[config.mk]
export PLATFORM = sky130hd
export DESIGN_NAME = uart_rx_deser
export DESIGN_NICKNAME = d
export VERILOG_FILES = /design/src/rtl/uart_pkg.sv /design/src/rtl/uart_sync.sv /design/src/rtl/uart_rx_deser.sv
export SDC_FILE = /design/constraint.sdc
export NUM_CORES = 1
export LEC_CHECK = 0
export BUFFER_PORTS_ARGS = -buffer_cell sky130_fd_sc_hd__buf_2
export CAP_MARGIN = 20
export CORE_ASPECT_RATIO = 2
export CORE_MARGIN = 10
export CORE_UTILIZATION = 35
export CTS_BUF_LIST = sky130_fd_sc_hd__clkbuf_16
export CTS_CLUSTER_SIZE = 10
export DETAILED_ROUTE_END_ITERATION = 8
export PLACE_DENSITY = 0.54
export SLEW_MARGIN = 5
export SYNTH_ARGS = -nofsm -noshare
export SYNTH_HDL_FRONTEND = slang
export SYNTH_HIERARCHICAL = 1
export SYNTH_SLANG_ARGS = --single-unit
export TNS_END_PERCENT = 1
[constraint.sdc]
create_clock -name clk -period 2.4 [get_ports clk]
set_input_delay 0.12 -clock clk [delete_from_list [all_inputs] [get_ports clk]]
set_output_delay 0.12 -clock clk [all_outputs]
set_load 0.05 [all_outputs]
[src/rtl/uart_pkg.sv]
// Shared UART definitions: data width, default bit timing and receive FSM states.
// Used by the receive deserializer and, later, the transmit side.
package uart_pkg;

    localparam int unsigned UART_DATA_BITS            = 8;
    localparam int unsigned UART_CLKS_PER_BIT_DEFAULT = 434;  // 50 MHz / 115200

    typedef enum logic [2:0] {
        IDLE,
        START,
        DATA,
        STOP,
        BREAK
    } uart_rx_state_e;

endpackage

[src/rtl/uart_sync.sv]
// Multi-flop synchronizer for asynchronous single-bit inputs.
// Resets to 1 so that an idle-high line does not look like activity.
module uart_sync #(
    parameter int unsigned SYNC_STAGES = 2
) (
    input  logic clk,
    input  logic reset,
    input  logic d,
    output logic q
);

    logic [SYNC_STAGES-1:0] sync_q;

    always_ff @(posedge clk) begin
        if (reset) begin
            sync_q <= '1;
        end else begin
            sync_q <= {sync_q[SYNC_STAGES-2:0], d};
        end
    end

    assign q = sync_q[SYNC_STAGES-1];

endmodule

[src/rtl/uart_rx_deser.sv]
// 8N1 UART receive deserializer with a single-entry valid/ready output buffer,
// framing-error and overrun pulses, and break (held-low line) handling.
module uart_rx_deser
    import uart_pkg::*;
#(
    parameter int unsigned CLKS_PER_BIT = UART_CLKS_PER_BIT_DEFAULT,
    parameter int unsigned SYNC_STAGES  = 2
) (
    input  logic       clk,
    input  logic       reset,
    input  logic       uart_rx,
    output logic [7:0] rx_data,
    output logic       rx_valid,
    input  logic       rx_ready,
    output logic       frame_err,
    output logic       overrun,
    output logic       busy
);

    localparam int unsigned CNT_W = $clog2(CLKS_PER_BIT);
    localparam logic [CNT_W-1:0] HALF_LAST = CNT_W'(CLKS_PER_BIT / 2 - 1);
    localparam logic [CNT_W-1:0] BIT_LAST  = CNT_W'(CLKS_PER_BIT - 1);
    localparam logic [2:0]       LAST_BIT  = 3'(UART_DATA_BITS - 1);

    logic rx_s;

    uart_rx_state_e state, state_next;
    logic [CNT_W-1:0]          cnt, cnt_next;
    logic [2:0]                bit_idx, bit_idx_next;
    logic [UART_DATA_BITS-1:0] shift, shift_next;
    logic                      byte_done;
    logic                      stop_bad;

    uart_sync #(
        .SYNC_STAGES(SYNC_STAGES)
    ) u_sync (
        .clk  (clk),
        .reset(reset),
        .d    (uart_rx),
        .q    (rx_s)
    );

    always_ff @(posedge clk) begin
        if (reset) begin
            state   <= IDLE;
            cnt     <= '0;
            bit_idx <= '0;
            shift   <= '0;
        end else begin
            state   <= state_next;
            cnt     <= cnt_next;
            bit_idx <= bit_idx_next;
            shift   <= shift_next;
        end
    end

    // The counter restarts on entry to START, so the first sample lands H
    // cycles after T0 and every later sample a full bit period after that.
    always_comb begin
        state_next   = state;
        cnt_next     = cnt + CNT_W'(1);
        bit_idx_next = bit_idx;
        shift_next   = shift;
        byte_done    = 1'b0;
        stop_bad     = 1'b0;

        unique case (state)
            IDLE: begin
                cnt_next = '0;
                if (!rx_s) begin
                    state_next = START;
                end
            end
            START: begin
                if (cnt == HALF_LAST) begin
                    cnt_next = '0;
                    if (rx_s) begin
                        state_next = IDLE;
                    end else begin
                        state_next   = DATA;
                        bit_idx_next = '0;
                    end
                end
            end
            DATA: begin
                if (cnt == BIT_LAST) begin
                    cnt_next     = '0;
                    shift_next   = {rx_s, shift[UART_DATA_BITS-1:1]};
                    bit_idx_next = bit_idx + 3'd1;
                    if (bit_idx == LAST_BIT) begin
                        state_next = STOP;
                    end
                end
            end
            STOP: begin
                if (cnt == BIT_LAST) begin
                    cnt_next = '0;
                    if (rx_s) begin
                        byte_done  = 1'b1;
                        state_next = IDLE;
                    end else begin
                        stop_bad   = 1'b1;
                        state_next = BREAK;
                    end
                end
            end
            BREAK: begin
                cnt_next = '0;
                if (rx_s) begin
                    state_next = IDLE;
                end
            end
            default: begin
                cnt_next   = '0;
                state_next = IDLE;
            end
        endcase
    end

    always_ff @(posedge clk) begin
        if (reset) begin
            rx_data   <= '0;
            rx_valid  <= 1'b0;
            frame_err <= 1'b0;
            overrun   <= 1'b0;
            busy      <= 1'b0;
        end else begin
            frame_err <= stop_bad;
            overrun   <= byte_done && rx_valid && !rx_ready;
            busy      <= (state_next != IDLE);
            if (byte_done && (!rx_valid || rx_ready)) begin
                rx_data  <= shift;
                rx_valid <= 1'b1;
            end else if (rx_valid && rx_ready) begin
                rx_valid <= 1'b0;
            end
        end
    end

endmodule

* Word level (Yosys, flattened, before mapping)
Cells that the tools add are included.
** Storage, ports and cells
- Register bits :: 37
- Input port bits :: 4
- Logic and storage cells :: 61
** Operators by class
- Add/sub/neg operators :: 2
- Equal/unequal tests :: 10
- Multiplexer cells :: 22
- Bitwise gates (word level) :: 2
- Reduce and logical (&&, ||, !) cells :: 15
** Operators by type and width (count)
- 2-to-1 mux 3 bit :: 10
- 2-to-1 mux 9 bit :: 2
- one-hot mux 9 bit (2 select lines) :: 1
- one-hot mux 3 bit (5 select lines) :: 1
- adder 9 x 1 -> 9 bit, second input constant :: 1
- equality test 9 x 8 -> 1 bit, second input constant :: 1
- equality test 9 bit, second input constant :: 1
- equality test 3 x 2 -> 1 bit, second input constant :: 2
- equality test 3 bit, second input constant :: 2
- 2-to-1 mux 1 bit :: 6
- != test 2 bit, second input constant :: 3
- one-hot mux 3 bit (2 select lines) :: 1
- logical AND 1 bit :: 4
- AND reduction 4 bit :: 1
- nonzero test 2 bit :: 2
- adder 3 x 1 -> 3 bit, second input constant :: 1
- equality test 3 x 1 -> 1 bit, second input constant :: 1
- logical NOT 3 bit :: 1
- nonzero test 3 bit :: 1
- OR reduction 3 bit :: 1
- logical NOT 1 bit :: 2
- 2-to-1 mux 2 bit :: 1
- inverter 1 bit :: 2
- AND reduction 2 bit :: 1
- 2 further kinds :: 2

* Depth between registers and ports, before layout
- Word-level depth :: 5
- Gate-level depth with buffers :: 8
- Depth with buffers taken out :: 7

* Modules after synthesis
Netlist, hierarchy kept.
** Modules (own cells, without submodules)
- uart_rx_deser :: times used 1, cells each 158, area an instance 1567.8 um^2, seq. area each 700.7 um^2
- uart_sync :: times used 1, cells each 4, area an instance 52.6 um^2, seq. area each 40.0 um^2

* Worst setup path before layout
Ideal clock, no wire load.
- Path kind :: flip-flop to flip-flop
- Start :: register cnt[0]
- End :: register rx_data[5]
- Arrival time :: 1.469 ns
- Required time :: 2.272 ns
- Setup slack :: 0.804 ns
- Cell stages (with the launch flop) :: 8
- Buffers on the path :: 1
- Period minus slack after synthesis :: 1.596 ns
- Cell sequence :: dfxtp_1 -> ha_1 -> nand4bb_1 -> nor3_2 -> and3_1 -> buf_6 -> mux2i_1 -> nor2_1
** Between the ends
- Cells in the longest elaborated chain, start to end :: 4
** RTL lines
- from (decl) :: RTL line uart_rx_deser.sv:28 : logic [CNT_W-1:0] cnt, cnt_next;
- from (signal assigned) :: RTL line uart_rx_deser.sv:51 : cnt <= cnt_next;
- equality test 9 bit :: RTL line uart_rx_deser.sv:96 : if (cnt == BIT_LAST) begin
- 2-to-1 mux 1 bit :: RTL line uart_rx_deser.sv:96
- 2-to-1 mux 1 bit :: RTL line uart_rx_deser.sv:67 : unique case (state)
- logical AND 1 bit :: RTL line uart_rx_deser.sv:131 : if (byte_done && (!rx_valid || rx_ready)) begin
- to (signal assigned) :: RTL line uart_rx_deser.sv:132 : rx_data <= shift;
- to (decl) :: RTL line uart_rx_deser.sv:12 : output logic [7:0] rx_data,
Every way passes these cells.
A chain may end at the register's enable or synchronous reset.

* Worst setup path after layout
- Start :: register cnt[0]
- End :: register rx_data[1]
The elaborated chain is that of the path after synthesis.

==> metrics.txt <==
# TYPE chip_impl_metric gauge
chip_impl_info{name="holdCritPathClass",value="in -> reg"} 1
chip_impl_metric{name="hold-worst-slack",unit="ns"} 0.0188
chip_impl_info{name="rsz_0062_raised_after_global_routing",value="no"} 1
chip_impl_metric{name="floorplan.io_pins",unit=""} 16
chip_impl_metric{name="cts_sinks",unit=""} 37
chip_impl_metric{name="area_of_combinational_cells_with_multiple_inputs",unit="sq um"} 817
chip_impl_metric{name="fp.dieW",unit="microns"} 68.1
chip_impl_info{name="run_status",value="completed"} 1
chip_impl_metric{name="preCtsSetupSlack",unit="ns"} 0.397
chip_impl_metric{name="grt_antenna_before_repair",unit=""} 0
chip_impl_info{name="root_buffer_selected_by_cts",value="sky130_fd_sc_hd__clkbuf_16"} 1
chip_impl_info{name="path_class",value="reg -> reg"} 1
chip_impl_metric{name="setup_tns",unit="ns"} 0
chip_impl_metric{name="initial_drc_count",unit=""} 21
chip_impl_metric{name="postLayoutCellArea",unit="sq um"} 1870
chip_impl_metric{name="port-buffer-count",unit=""} 15
chip_impl_metric{name="number_of_flops_mapped_to_enable_cells_by_yosys",unit=""} 0
chip_impl_metric{name="globalplace.congestion",unit=""} 0.777
chip_impl_metric{name="h-tree-depth",unit=""} 2
chip_impl_metric{name="syn_to_final_growth",unit="%"} 15.4
chip_impl_info{name="layout_commonest_cell",value="sky130_fd_sc_hd__dfxtp_1"} 1
chip_impl_metric{name="finish.utilization",unit="%"} 41.1
chip_impl_metric{name="worst-path-max-fanout",unit=""} 8
chip_impl_metric{name="std_cell_rows",unit=""} 35
chip_impl_metric{name="mappedNetlistArea",unit="sq um"} 1620
chip_impl_metric{name="static_leak",unit="nW"} 0.740
chip_impl_metric{name="track_usage",unit="%"} 8.71
chip_impl_metric{name="report.final.setup_viol",unit=""} 0
chip_impl_metric{name="finalWorstSetupSlack",unit="ns"} 0.425
chip_impl_metric{name="async_s_r_ff_share_synth",unit="%"} 0
chip_impl_metric{name="vias",unit=""} 1177
chip_impl_metric{name="power_density_normalized_to_cell_area",unit="nW/um^2"} 678
chip_impl_metric{name="fmax",unit="MHz"} 506
chip_impl_metric{name="syn_inst",unit=""} 162
chip_impl_metric{name="ys_seq_area_share",unit="%"} 45.7
chip_impl_metric{name="syn-num-nets",unit=""} 171
chip_impl_metric{name="register_area",unit="sq um"} 741
chip_impl_metric{name="first_pass_grt_wire_length",unit="microns"} 5350
chip_impl_metric{name="via_count_of_the_first_global_routing_pass",unit=""} 1250
chip_impl_metric{name="clock_path_buffers",unit=""} 2
chip_impl_metric{name="insertedDiodeCount",unit=""} 0
chip_impl_metric{name="slew_violations",unit=""} 0
chip_impl_metric{name="gr-total-overflow",unit=""} 0
chip_impl_metric{name="filler_cell_count",unit=""} 465
chip_impl_metric{name="drt_pre_antenna_iters",unit=""} 4
chip_impl_metric{name="maximum_number_of_pins_on_one_net_before_global_route_repair",unit=""} 28
chip_impl_metric{name="worst-slew-pin-transition",unit="ns"} 0.632
chip_impl_info{name="worst_setup_path_end_kind",value="flop"} 1
chip_impl_info{name="synth-main-ff-cell",value="sky130_fd_sc_hd__dfxtp_1"} 1
chip_impl_metric{name="data_arrival_time_of_the_critical_path",unit="ns"} 2.13
chip_impl_metric{name="ant_nets",unit=""} 0
chip_impl_metric{name="synth-seq-cells",unit=""} 37
chip_impl_metric{name="cts_made_buffers",unit=""} 5
chip_impl_metric{name="synth.distinct_cells",unit=""} 45
chip_impl_metric{name="die_h",unit="microns"} 116
chip_impl_metric{name="design.core.area",unit="sq um"} 4550
chip_impl_metric{name="finalClockSkew",unit="ns"} 0.00268
chip_impl_metric{name="dpl-instance-area",unit="sq um"} 1730
chip_impl_metric{name="start_util",unit="%"} 35.6
chip_impl_metric{name="drive_above_1_share",unit="%"} 23.5
chip_impl_info{name="crit_path_start_kind",value="flop"} 1
chip_impl_metric{name="postSynthAreaPerCell",unit="sq um"} 10.0
chip_impl_metric{name="wl_per_cell",unit="microns"} 13.2
chip_impl_metric{name="cts_hold_buffers",unit=""} 0
chip_impl_metric{name="cts_setup_buffers",unit=""} 0
chip_impl_metric{name="die_area",unit="sq um"} 7920
chip_impl_metric{name="synth.yosys.warnings",unit=""} 6
chip_impl_metric{name="drt-vias-per-instance",unit=""} 5.03
chip_impl_metric{name="dp_hpwl",unit="microns"} 2360
chip_impl_metric{name="period_share",unit="%"} 82.3
chip_impl_metric{name="clk_pin_slew",unit="ns"} 0.05
chip_impl_metric{name="cts.repair.resized",unit=""} 0
chip_impl_metric{name="max-slew-margin-rel",unit="%"} 57.3
chip_impl_metric{name="timing.final.crit_period",unit="ns"} 1.97
chip_impl_metric{name="worstPathRequired",unit="ns"} 2.55
chip_impl_info{name="mostFrequentLayoutCells",value="sky130_fd_sc_hd__dfxtp_1 (37), sky130_fd_sc_hd__nor2_1 (21), sky130_fd_sc_hd__mux2i_1 (16), sky130_fd_sc_hd__buf_2 (15)"} 1
chip_impl_metric{name="maxCapViolations",unit=""} 0
chip_impl_metric{name="timing.final.hold_violations",unit=""} 0
chip_impl_info{name="tritoncts",value="done"} 1
chip_impl_metric{name="insertion_delay",unit="ns"} 0.28
chip_impl_metric{name="design.final.nets",unit=""} 187
chip_impl_metric{name="ir_worst_vdd",unit="V"} 0.000342
chip_impl_metric{name="route.detailed.drc",unit=""} 0
chip_impl_metric{name="routed_wirelength",unit="microns"} 3090
## synth_stat cells, types with 2 or more instances
library cell	instances	area [sq um]
sky130_fd_sc_hd__xor2_1	3	26.3
sky130_fd_sc_hd__clkbuf_1	3	11.3
sky130_fd_sc_hd__nor3_1	3	15.0
sky130_fd_sc_hd__xnor2_1	4	35.0
sky130_fd_sc_hd__nand3_1	7	35.0
sky130_fd_sc_hd__ha_1	5	62.6
sky130_fd_sc_hd__buf_6	2	22.5
sky130_fd_sc_hd__or2_1	2	12.5
sky130_fd_sc_hd__nor4b_1	2	17.5
sky130_fd_sc_hd__nand2_1	6	22.5
sky130_fd_sc_hd__or3_1	2	12.5
sky130_fd_sc_hd__nand2b_1	4	25.0
sky130_fd_sc_hd__inv_1	3	11.3
sky130_fd_sc_hd__buf_2	2	10.0
sky130_fd_sc_hd__nand4_1	2	12.5
sky130_fd_sc_hd__dfxtp_1	37	741
sky130_fd_sc_hd__nor2_1	21	78.8
sky130_fd_sc_hd__and3_1	2	12.5
sky130_fd_sc_hd__a21oi_1	5	25.0
sky130_fd_sc_hd__mux2i_1	16	160
sky130_fd_sc_hd__nor2_2	7	43.8
## worst max-delay path, stage by stage (launching register included)
cell and delay (ns):
sky130_fd_sc_hd__dfxtp_1 0.41, sky130_fd_sc_hd__ha_1 0.19, sky130_fd_sc_hd__nand4bb_1 0.17, sky130_fd_sc_hd__nor3_2 0.26, sky130_fd_sc_hd__and3_1 0.51, sky130_fd_sc_hd__mux2i_1 0.26
sky130_fd_sc_hd__nor2_1 0.05
## power by group
| part | switching (mW) | internal, mW | total [mW] |
|---|---|---|---|
| Combinational | 0.0171 | 0.00899 | 0.0261 |
| Clock | 0.239 | 0.380 | 0.619 |
| Sequential | 0.00529 | 0.618 | 0.624 |
## cell families after synthesis
family	count (synthesis)	synth area share (%)
AOI/OAI and AO/OA	13	5.41
xor gates and xnor gates	7	3.78
DFF	37	45.7
and+or+nand+nor	72	26.8
adders and majority gates	5	3.86
buffers and inverters	11	3.86
muxes	17	10.6
## per-stage QoR
stage	cells	power, mW
2_1_floorplan	162	0.658
3_3_place_gp	226	0.662
3_5_place_dp	226	0.664
4_1_cts	234	1.29
5_1_grt	234	1.32
6_report	234	1.27
## registers in the layout, summed over array words and instances (netlist names)
name / count
bit_idx: 3
busy: 1
cnt: 9
frame_err: 1
overrun: 1
rx_data: 8
rx_valid: 1
shift: 8
state: 3
u_sync/sync_q: 2
## layer usage
metal / track usage (%) / routed length, microns
met3: 2.69 / 154
met2: 15.7 / 1700
met1: 7.90 / 1120
met5: 0 / 0
met4: 5.53 / 106
## final timing paths
kind / from / to / slack [ns] / cells past startpoint
hold reg to reg: u_sync/sync_q[0] / u_sync/sync_q[1] / 0.40 / 1
setup / recovery: cnt[0] / rx_data[1] / 0.43 / 6
setup reg to reg: cnt[0] / rx_data[1] / 0.43 / 6
hold / removal: uart_rx / u_sync/sync_q[0] / 0.02 / 2
## layout make-up
type                    instances  share of cell area (%)
flip-flops and latches         37                    39.6
multi-input cells             114                    43.7
clock inverters                 3                   0.936
inverters                       3                   0.602
clock buffers                   5                    6.69
well taps                      55                    3.68
repair buffers                 17                    4.82
Power figures use the tool's default switching activity.
